**config.mk**
```make
export PLATFORM = sky130hd
export DESIGN_NAME = rd_return_ctrl
export DESIGN_NICKNAME = d
export VERILOG_FILES = /design/src/rtl/rd_return_ctrl.sv
export SDC_FILE = /design/constraint.sdc
export NUM_CORES = 1
export LEC_CHECK = 0
export ABC_AREA = 1
export CORE_ASPECT_RATIO = 0.75
export CORE_UTILIZATION = 50
export CTS_CLUSTER_DIAMETER = 100
export CTS_CLUSTER_SIZE = 40
export DETAILED_ROUTE_END_ITERATION = 8
export GPL_ROUTABILITY_DRIVEN = 0
export PLACE_DENSITY_LB_ADDON = 0.12
export SLEW_MARGIN = 10
export SYNTH_ARGS = -nofsm -noshare
export SYNTH_HDL_FRONTEND = slang
export SYNTH_SLANG_ARGS = --single-unit
```
**constraint.sdc**
```tcl
create_clock -name clk_i -period 10.31 [get_ports clk_i]
set_input_delay 1.5465 -clock clk_i [delete_from_list [all_inputs] [get_ports clk_i]]
set_output_delay 1.5465 -clock clk_i [all_outputs]
set_load 0.005 [all_outputs]
```
**src/rtl/rd_return_ctrl.sv**
```systemverilog
// rd_return_ctrl: credit-gated read command admission plus a skid buffer that
// absorbs non-stallable PHY read beats and forwards them into the read-data FIFO.
// Optional build macro RD_RETURN_TIMEOUT_EN adds a return-timeout watchdog and
// the tmo_err_o port.
module rd_return_ctrl #(
  parameter int DATA_W     = 64,
  parameter int LEN_W      = 4,
  parameter int CREDITS    = 256,
  parameter int CRD_W      = 9,
  parameter int SKID_DEPTH = 4,
  parameter int TMO_W      = 10
) (
  input  logic              clk_i,
  input  logic              rst_i,
  input  logic              cmd_valid_i,
  input  logic [LEN_W-1:0]  cmd_len_i,
  output logic              cmd_ready_o,
  output logic              phy_cmd_valid_o,
  output logic [LEN_W-1:0]  phy_cmd_len_o,
  input  logic              phy_cmd_ready_i,
  input  logic              rd_valid_i,
  input  logic [DATA_W-1:0] rd_data_i,
  output logic              fifo_wr_o,
  output logic [DATA_W-1:0] fifo_data_o,
  input  logic              fifo_wr_ready_i,
  input  logic              fifo_pop_i,
  output logic [CRD_W-1:0]  credits_o,
  output logic [CRD_W-1:0]  outstanding_o,
  output logic              ovf_err_o
`ifdef RD_RETURN_TIMEOUT_EN
  ,
  output logic              tmo_err_o
`endif
);

  localparam int AW = $clog2(SKID_DEPTH);
  localparam logic [CRD_W-1:0] CRD_MAX   = CRD_W'(CREDITS);
  localparam logic [CRD_W:0]   CRD_MAX_X = (CRD_W+1)'(CREDITS);

  typedef enum logic {IDLE, ISSUE} state_t;

  state_t             r_state;
  state_t             w_state_nxt;
  logic [LEN_W-1:0]   r_len;
  logic [CRD_W-1:0]   r_credits;
  logic [CRD_W-1:0]   r_out;
  logic               r_ovf;

  logic [DATA_W-1:0]  r_mem [SKID_DEPTH];
  logic [AW:0]        r_wptr;
  logic [AW:0]        r_rptr;

  logic               w_empty;
  logic               w_full;
  logic               w_push;
  logic               w_skid_wr;
  logic               w_drop;
  logic [CRD_W-1:0]   w_acc_len;
  logic               w_pop_ok;
  logic               w_pop_ovf;
  logic               w_out_dec;
  logic               w_push_ovf;
  logic               w_tmo_fire;
  logic [CRD_W-1:0]   w_ret;
  logic [CRD_W:0]     w_crd_sum;
  logic [CRD_W-1:0]   w_crd_nxt;
  logic [CRD_W-1:0]   w_out_nxt;

  // Skid buffer status and handshake qualifiers
  assign w_empty    = (r_wptr == r_rptr);
  assign w_full     = (r_wptr[AW] != r_rptr[AW]) &&
                      (r_wptr[AW-1:0] == r_rptr[AW-1:0]);
  assign w_push     = !w_empty && fifo_wr_ready_i;
  // A write into a full buffer is fine when the head leaves in the same cycle
  assign w_skid_wr  = rd_valid_i && (!w_full || w_push);
  assign w_drop     = rd_valid_i && w_full && !w_push;

  assign fifo_wr_o   = !w_empty;
  assign fifo_data_o = w_empty ? '0 : r_mem[r_rptr[AW-1:0]];

  // Command FSM: next state and handshake outputs
  always_comb begin
    w_state_nxt     = r_state;
    cmd_ready_o     = 1'b0;
    phy_cmd_valid_o = 1'b0;
    case (r_state)
      IDLE: begin
        if (cmd_valid_i && (cmd_len_i != '0) &&
            (r_credits >= {{(CRD_W-LEN_W){1'b0}}, cmd_len_i})) begin
          cmd_ready_o = 1'b1;
          w_state_nxt = ISSUE;
        end
      end
      ISSUE: begin
        phy_cmd_valid_o = 1'b1;
        if (phy_cmd_ready_i) w_state_nxt = IDLE;
      end
      default: w_state_nxt = IDLE;
    endcase
  end

  assign w_acc_len  = cmd_ready_o ? {{(CRD_W-LEN_W){1'b0}}, cmd_len_i} : '0;
  // A credit return when already full would overflow the pool; drop and flag it
  assign w_pop_ok   = fifo_pop_i && (r_credits != CRD_MAX);
  assign w_pop_ovf  = fifo_pop_i && (r_credits == CRD_MAX);
  assign w_out_dec  = w_push && (r_out != '0);
  assign w_push_ovf = w_push && (r_out == '0);

`ifdef RD_RETURN_TIMEOUT_EN
  logic [TMO_W-1:0] r_tmo;
  logic             r_tmo_err;

  assign w_tmo_fire = (r_out != '0) && (r_tmo == '1) && !rd_valid_i;
  // Beats that will never arrive go back to the pool (minus one pushed now)
  assign w_ret      = w_tmo_fire ? (r_out - {{(CRD_W-1){1'b0}}, w_out_dec}) : '0;
  assign tmo_err_o  = r_tmo_err;

  // Watchdog: counts idle cycles while beats are owed, restarts on every beat
  always_ff @(posedge clk_i) begin
    if (rst_i) begin
      r_tmo     <= '0;
      r_tmo_err <= 1'b0;
    end else begin
      if (rd_valid_i || (r_out == '0) || w_tmo_fire) r_tmo <= '0;
      else                                            r_tmo <= r_tmo + 1'b1;
      if (w_tmo_fire) r_tmo_err <= 1'b1;
    end
  end
`else
  assign w_tmo_fire = 1'b0;
  assign w_ret      = '0;
`endif

  // Credit and outstanding-beat arithmetic, saturating credits at the pool size
  always_comb begin
    w_crd_sum = {1'b0, r_credits} - {1'b0, w_acc_len}
              + {{CRD_W{1'b0}}, w_pop_ok} + {1'b0, w_ret};
    w_crd_nxt = (w_crd_sum > CRD_MAX_X) ? CRD_MAX : w_crd_sum[CRD_W-1:0];
    if (w_tmo_fire) w_out_nxt = w_acc_len;
    else            w_out_nxt = r_out + w_acc_len - {{(CRD_W-1){1'b0}}, w_out_dec};
  end

  // Control state: FSM, latched length, counters, skid pointers, sticky error
  always_ff @(posedge clk_i) begin
    if (rst_i) begin
      r_state   <= IDLE;
      r_len     <= '0;
      r_credits <= CRD_MAX;
      r_out     <= '0;
      r_wptr    <= '0;
      r_rptr    <= '0;
      r_ovf     <= 1'b0;
    end else begin
      r_state   <= w_state_nxt;
      if (cmd_ready_o) r_len <= cmd_len_i;
      r_credits <= w_crd_nxt;
      r_out     <= w_out_nxt;
      if (w_skid_wr) r_wptr <= r_wptr + 1'b1;
      if (w_push)    r_rptr <= r_rptr + 1'b1;
      if (w_drop || w_pop_ovf || w_push_ovf) r_ovf <= 1'b1;
    end
  end

  // Skid storage: data only, no reset needed
  always_ff @(posedge clk_i) begin
    if (w_skid_wr) r_mem[r_wptr[AW-1:0]] <= rd_data_i;
  end

  assign phy_cmd_len_o = r_len;
  assign credits_o     = r_credits;
  assign outstanding_o = r_out;
  assign ovf_err_o     = r_ovf;

endmodule

```
**After elaboration in Yosys (flattened, before gate mapping)**

Memories as Yosys holds them, arrays and structs flattened. A register that Yosys moved wholly into a read port is not among the register bits.
Cells that the tools add are included.

- Input port bits: 75
- Memories: 1
- Logic and storage cells: 54
- RAM bits: 256
- Output and inout bits: 90
- Flip-flop bits (word level): 30

- Eq/ne operators: 5
- Bitwise gates (word level): 1
- Reductions and logical operators: 21
- Magnitude comparators: 2
- $add $sub $neg: 6
- Muxes and demuxes: 11

Memories:

| memory | words | bits a word | rd ports | clocked after memory_dff | write ports | line | text |
|---|---|---|---|---|---|---|---|
| r_mem | 4 | 64 | 1 | 1 | 1 | 49 | `logic [DATA_W-1:0] r_mem [SKID_DEPTH];` |

Operators by type and width:

| cell | number |
|---|---|
| 64-bit 2-to-1 mux | 1 |
| 1-bit logical AND | 11 |
| 10-bit by 1-bit adder with 10-bit output | 1 |
| 10-bit by 9-bit greater-than comparator with 1-bit output (second input constant) | 1 |
| 9-bit by 4-bit subtractor with 10-bit output | 1 |
| 9-bit by 4-bit adder with 9-bit output | 1 |
| 9-bit == test (second input constant) | 1 |
| 9-bit by 4-bit greater-or-equal comparator with 1-bit output | 1 |
| 9-bit logical NOT | 1 |
| 9-bit inequality test (second input constant) | 1 |
| 9-bit nonzero test | 1 |
| 9-bit by 1-bit subtractor with 9-bit output | 1 |
| 3-bit by 1-bit adder with 3-bit output (second input constant) | 2 |
| 1-bit 2-to-1 mux | 6 |
| 2-bit 2-to-1 mux | 2 |
| 4-bit 2-to-1 mux | 1 |
| 4-bit nonzero test | 1 |
| 3-bit == test | 1 |
| 1-bit logical NOT | 3 |
| 1-bit logical OR | 3 |
| 2-bit == test | 1 |
| 1-bit case mux with 2 select lines | 1 |
| 2-bit OR reduction | 1 |
| 1-bit inequality test | 1 |
| 1-bit inverter | 1 |

**Depth between registers and ports, before layout**

Gate-level depths: netlist of run 1.

- Depth after elaboration: 10
- Mapped depth: 23
- Mapped depth without buffers: 23

**Worst setup path after synthesis of run 1**

Ideal clock, no wire load.

- Path type: in2reg
- Start point: in fifo_wr_ready_i
- End point: mem r_mem[0][0], enable pin
- Buffers on the path: 0
- Path slack: 5.328 ns
- Cell stages on the path: 4
- Data required time: 9.824 ns
- Library setup time: 0.486 ns
- Arrival time: 4.496 ns
- Cell sequence: nand2_2 nand2_2 nand2_4 nor2_1

- Cells in the longest elaborated chain, start to end: 5

Ends and longest elaborated chain:

| element | line | text |
|---|---|---|
| start: declaration | 25 | `input logic fifo_wr_ready_i,` |
| 1-bit logical AND | 73 | `assign w_push = !w_empty && fifo_wr_ready_i;` |
| 1-bit logical OR | 75 | `assign w_skid_wr = rd_valid_i && (!w_full \|\| w_push);` |
| 1-bit logical AND | 75 |  |
| 1-bit 2-to-1 mux | 166 | `if (w_skid_wr) r_mem[r_wptr[AW-1:0]] <= rd_data_i;` |
| 1-bit 2-to-1 mux (not written as such) | 166 |  |
| end: declaration | 49 |  |

Every way passes these cells.

**Worst setup path after layout of run 1**

- Start point: in cmd_len_i[2]
- End point: out cmd_ready_o

- Cells in the longest elaborated chain, start to end: 5
- Elaborated cells on any way between the ends: 6
- Those cells by class: order compare (1); mux (2); reduce/logical (3)

Ends and longest elaborated chain:

| element | line | text |
|---|---|---|
| start: declaration | 16 | `input logic [LEN_W-1:0] cmd_len_i,` |
| parallel branches: the longest is 2 deep, another holds 9-bit by 4-bit greater-or-equal comparator with 1-bit output | -- |  |
| 1-bit logical AND (*) | 88 | `if (cmd_valid_i && (cmd_len_i != '0) &&` |
| 1-bit 2-to-1 mux (*) | 88 |  |
| 1-bit 2-to-1 mux (*) | 86 | `case (r_state)` |
| end: declaration | 17 | `output logic cmd_ready_o,` |

Mark *: on every way between the ends.

==> results of run 1 <==
-- layout make-up --
type | count | area [sq um]
clock buffer | 14 | 287
clock inverter | 2 | 46.3
fill | 1944 | 9510
inverter | 136 | 513
multi-input combinational | 629 | 3470
sequential | 288 | 8340
tap | 331 | 414
timing repair buffer | 172 | 1700
-- worst max-delay path, cell delays in order --
cell and delay (ps):
clkdlybuf4s50_1 500, inv_1 50, ha_1 300, nand2_1 60, nor3_1 190, nand2_1 70
nand4_1 170, nand2_1 180, inv_1 90, clkdlybuf4s50_1 490
-- cell usage in the layout, fill, tap and decap left out, types with 2 or more instances in the layout --
master | Yosys | routed
nor2_4 | 1 | 5
nor3_1 | 7 | 7
fa_1 | 2 | 2
clkbuf_1 | 19 | 3
a21oi_1 | 24 | 24
o21ai_0 | 74 | 74
dfxtp_1 | 32 | 30
xor2_1 | 3 | 3
o32ai_1 | 64 | 64
nand2_4 | 2 | 2
o21ai_1 | 3 | 3
inv_2 | 5 | 4
nor4_1 | 2 | 2
a21oi_2 | 2 | 2
nand2_1 | 125 | 125
ha_1 | 42 | 42
edfxtp_1 | 256 | 256
inv_1 | 131 | 131
buf_4 | 5 | 8
dfxtp_4 | 0 | 2
clkbuf_16 | 0 | 11
nand2_2 | 8 | 8
nor2_2 | 12 | 12
nand3_1 | 24 | 24
nor2_1 | 214 | 210
nand4_1 | 7 | 7
clkdlybuf4s50_1 | 0 | 164
nand3b_1 | 2 | 2
-- layer usage --
layer	up-vias	part of all wire, %	GRT usage, %
li1	4064	-	-
met1	3831	48	29.8
met2	198	45	31.2
met3	14	5.7	2.76
met4	0	0.96	3.00
met5	-	0	0
-- state kept, by name, indices dropped and copies added (netlist names), named ones only --
name	flops
credits_o	9
outstanding_o	9
ovf_err_o	1
phy_cmd_len_o	4
r_mem	256
r_rptr	3
r_state	1
r_wptr	3
-- kinds of logic after synthesis --
| kind of cell | share of synthesized area, % |
|---|---|
| xor+xnor | 0.340 |
| compound gates | 9.02 |
| buf+inv | 6.05 |
| flops | 66.6 |
| fa+ha+maj | 4.52 |
| simple gates | 13.5 |
-- power by group through the flow --
stage / Sequential (uW) / Clock (uW) / Combinational (uW)
global route: 1410 / 594 / 1200
CTS: 1400 / 564 / 1070
finish: 1400 / 544 / 1070
global placement: 1430 / 0 / 1060
floorplan: 1420 / 0 / 669
detailed placement: 1430 / 0 / 1070
-- stage by stage --
stage | std cells | power (uW) | setup WS [ps] | area, sq um | hold WS (ps)
4_1_cts | 1572 | 3040 | 5100 | 14800 | 479
3_3_place_gp | 1556 | 2480 | 5160 | 14400 | 460
6_report | 1572 | 3010 | 5120 | 14800 | 478
5_1_grt | 1572 | 3210 | 4900 | 14800 | 500
2_1_floorplan | 1104 | 2090 | 5330 | 12500 | 457
3_5_place_dp | 1556 | 2500 | 5100 | 14400 | 461
-- worst paths after layout --
path,endpoint,start
max,cmd_ready_o,cmd_len_i[2]
min,phy_cmd_len_o[0],phy_cmd_len_o[0]
max reg2reg,credits_o[1],credits_o[8]
min reg2reg,phy_cmd_len_o[0],phy_cmd_len_o[0]
==> flow_metrics.env, run 1 <==
export IMPL_synth_cell_type_count=39
export IMPL_tns_ps=0
export IMPL_timing_final_crit_share_pct=50.3
export IMPL_switching_power_uw=979
export IMPL_clk_path_buf_depth=3
export IMPL_syn_area_per_cell_sq_um=11.3
export IMPL_cts_tree="yes"
export IMPL_pwr_share_clk_pct=18.0
export IMPL_arrival_ps=3640
export IMPL_vias=8107
export IMPL_synthFlopType="edfxtp_1"
export IMPL_synthToLayoutAreaGrowth_pct=18.0
export IMPL_dieArea_sq_mm=0.0257
export IMPL_yosysMostFrequentCell="edfxtp_1"
export IMPL_ir_drop_uv=116
export IMPL_syn_area_sq_mm=0.0125
export IMPL_hold_violations=0
export IMPL_cts_sinks=288
export IMPL_crit_type="in -> out"
export IMPL_wl_per_cell_um=16.0
export IMPL_synth_async_reset_ratio_pct=0
export IMPL_synth_edff_count=256
export IMPL_gr_total_overflow=0
export IMPL_finalMaxSlewViolations=0
export IMPL_dieHeight_um=139
export IMPL_yosys_top_cells_area="edfxtp_1 (61%), nor2_1 (6.4%), dfxtp_1 (5.1%), o32ai_1 (4.5%), ha_1 (4.2%)"
export IMPL_cp_max_fo=6
export IMPL_ys_ff_latch=288
export IMPL_r2r_setup_slack_ps=6700
export IMPL_ff2ff_path_depth=19
export IMPL_cts_buffers=11
export IMPL_initial_core_util_pct=51.5
export IMPL_fp_coreArea_sq_mm=0.0243
export IMPL_drive_above_1_share_pct=4.92
export IMPL_clock_skew_ps=24.6
export IMPL_relSlewSlack_pct=26.3
export IMPL_h_tree_depth=1
export IMPL_clk_pin_slew_ps=120
export IMPL_cts_hold_buf=0
export IMPL_wirelength_um=25200
export IMPL_final_util_pct=60.8
export IMPL_first_pass_iters=5
export IMPL_gr_usage_all_layers_pct=19.8
export IMPL_yosys_warnings=0
export IMPL_cts_resized_gates=0
export IMPL_post_dp_hpwl_um=15300
export IMPL_cp_start_kind="input pin"
export IMPL_setup_viol=0
export IMPL_hold_path_class="reg -> reg"
export IMPL_ant_nets=0
export IMPL_required_ps=8760
export IMPL_ys_seq_area_share_pct=66.6
export IMPL_drc=0
export IMPL_synth_top_area_cell="edfxtp_1"
export IMPL_p_leak_uw=0.00566
export IMPL_antenna_found_initial=0
export IMPL_cap_viol_max_count=0
export IMPL_portBuffers=164
export IMPL_grt_start_max_net_pins=111
export IMPL_antenna_cells=0
export IMPL_fin_crit_ps=5190
export IMPL_combPwrFrac_pct=35.4
export IMPL_synth_common_cells="edfxtp_1 (256), nor2_1 (214), inv_1 (131)"
export IMPL_p_int_uw=2030
export IMPL_vias_per_cell=5.16
export IMPL_p_per_area_mw_per_mm2=204
export IMPL_tightest_slew_ps=1110
export IMPL_seq_power_share_pct=46.5
export IMPL_ioPinCount=165
export IMPL_syn_nets=1223
export IMPL_die_w_um=185
export IMPL_whs_path_depth=2
export IMPL_row_count=49
export IMPL_rsz0062_at_grt="no"
export IMPL_drt_initial_drc_count=545
export IMPL_grt_pass1_vias=7813
export IMPL_swShare_pct=32.5
export IMPL_syn_inst=1104
export IMPL_outcome="completed"
export IMPL_cts_setup_buffers=0
export IMPL_netlist_area_leader_share_pct=61.4
export IMPL_clock_fmax_mhz=193
export IMPL_clk_latency_ps=490
export IMPL_grt_pass1_wl_um=40300
export IMPL_clockRootBuffer="clkbuf_16"
export IMPL_nets=1357
export IMPL_crit_path_end_kind="output port"
Power figures use the tool's default switching activity.
==> inputs of run 2 (changes only) <==
clock period = 4.3 ns   (was 10.31 ns; I/O delays follow)
==> run 2 against run 1 <==
Against the previous run: sequential cell count stayed put; via count increased by 1.8%; largest power group unchanged; sequential power up 140%.
==> flow_metrics.env, run 2 (synthesis gave the netlist of run 1 again) <==
export IMPL_nFillCells=2011
export IMPL_ff2ff_path_depth=19
export IMPL_fin_crit_ps=3730
export IMPL_placed_cells=1558
export IMPL_h_tree_depth=1
export IMPL_cts_hold_buf=0
export IMPL_clock_skew_ps=32.5
export IMPL_setup_viol=0
export IMPL_tightest_slew_ps=613
export IMPL_ant_nets=0
export IMPL_fp_coreArea_sq_mm=0.0243
export IMPL_r2r_setup_slack_ps=710
export IMPL_vias=8251
export IMPL_nets=1359
export IMPL_hold_path_class="reg -> reg"
export IMPL_hp_start="phy_cmd_len_o[0]"
export IMPL_cp_cell_sequence="clkdlybuf4s50_1, inv_1, ha_1, a21oi_1, o21ai_0, nand2_1, nand4_1, nand3_1, inv_1, ha_1, inv_1, ha_1, fa_1, or2_1, and2_4, nor2_2, nand3_1, nor2_1, nand2_1, nand2_2, nand2_4, nor2_2"
export IMPL_crit_path_top_delay_cell="clkdlybuf4s50_1"
export IMPL_clock_fmax_mhz=268
export IMPL_wl_per_cell_um=16.3
export IMPL_p_per_area_mw_per_mm2=488
export IMPL_final_util_pct=61.1
export IMPL_hold_violations=0
export IMPL_vias_per_cell=5.25
export IMPL_cts_buffers=11
export IMPL_dieArea_sq_mm=0.0257
export IMPL_cp_start_kind="input pin"
export IMPL_cts_sinks=288
export IMPL_antenna_cells=0
export IMPL_drive_above_1_share_pct=5.07
export IMPL_holdPathEnd="phy_cmd_len_o[0]"
export IMPL_arrival_ps=4170
export IMPL_whs_path_depth=2
export IMPL_post_dp_hpwl_um=15200
export IMPL_cts_tree="yes"
export IMPL_finalMaxSlewViolations=0
export IMPL_fin_cells=1573
export IMPL_cap_viol_max_count=0
export IMPL_rsz0062_at_grt="no"
export IMPL_critPathMaxStageDelay_ps=500
export IMPL_crit_path_end_kind="flop"
export IMPL_first_pass_iters=6
export IMPL_grt_start_max_net_pins=129
export IMPL_clk_latency_ps=490
export IMPL_portBuffers=164
export IMPL_grt_pass1_wl_um=40100
export IMPL_gr_usage_all_layers_pct=19.7
export IMPL_total_power_uw=7240
export IMPL_cp_max_fo=8
export IMPL_mostFrequentLayoutCells="edfxtp_1 (256), nor2_1 (210), clkdlybuf4s50_1 (164), inv_1 (131), nand2_1 (125)"
export IMPL_clockRootBuffer="clkbuf_16"
export IMPL_outcome="completed"
export IMPL_r2r_end="credits_o[0]"
export IMPL_layout_commonest_cell="edfxtp_1"
export IMPL_required_ps=4740
export IMPL_antenna_found_initial=1
export IMPL_dieHeight_um=139
export IMPL_grt_pass1_vias=7579
export IMPL_clk_pin_slew_ps=130
export IMPL_ir_drop_uv=333
export IMPL_crit_type="in -> reg"
export IMPL_clk_path_buf_depth=3
export IMPL_die_w_um=185
export IMPL_timing_final_crit_share_pct=86.7
export IMPL_row_count=49
export IMPL_p_leak_uw=0.00568
export IMPL_ioPinCount=165
export IMPL_drc=0
export IMPL_largest_reg_flops=256
export IMPL_gr_total_overflow=0
export IMPL_initial_core_util_pct=51.5
export IMPL_synthToLayoutAreaGrowth_pct=18.6
export IMPL_r2r_start="credits_o[8]"
export IMPL_cts_resized_gates=0
export IMPL_relSlewSlack_pct=59.0
export IMPL_drt_initial_drc_count=687
export IMPL_wirelength_um=25600
export IMPL_cts_setup_buffers=0
export IMPL_tns_ps=0
run 2: cell count changes in the layout (fill, tap and decap cells not counted):
cell / previous run / this run
inv_6: 0 / 1
buf_4: 8 / 4
clkinv_8: 1 / 0
clkbuf_1: 3 / 2
buf_12: 0 / 6
run 2: worst max-delay path by stage:
stage                             from            to
final                     cmd_len_i[2]  credits_o[0]
after global routing      cmd_len_i[2]  credits_o[1]
after CTS                 cmd_len_i[2]  credits_o[0]
after detailed placement  cmd_len_i[2]  credits_o[0]
after global placement    cmd_len_i[2]  credits_o[1]
after floorplan              r_wptr[1]   r_mem[0][0]
run 2: cell type report:
class	count	area, sq um	share of cell area [%]
Multi-Input combinational cell	629	3470	23.4
Clock buffer	13	283	1.91
Timing Repair Buffer	174	1790	12.1
Inverter	136	513	3.46
Clock inverter	2	38.8	0.261
Tap cell	331	414	2.79
Sequential cell	288	8340	56.2
run 2: worst max-delay path, delay by kind of cell:
kind / cells / cell delay [ps]
simple gates: 12 / 1400
compound gates: 2 / 230
buf+inv: 4 / 660
fa+ha+maj: 4 / 1230
run 2: power by group:
part	switching, uW	internal (uW)
sequential	113	3250
combinational	1440	1150
clock	801	495
run 2: routing by layer:
metal  routed length [um]  vias to the layer above  global-route usage, %  share of wire, %
met5                   13                        -                      0             0.051
met1                12200                     3950                   29.1                48
li1                     -                     4071                      -                 -
met2                11700                      207                   31.6                46
met4                  282                        2                   2.87               1.1
met3                 1390                       21                   2.97               5.4
run 2: through the flow:
step,hold slack (ps),area [sq um],worst slack (ps)
after floorplan,457,12500,187
after global placement,447,14500,181
after detailed placement,459,14500,87.4
after CTS,479,14800,597
after global routing,490,14800,301
final,474,14800,573
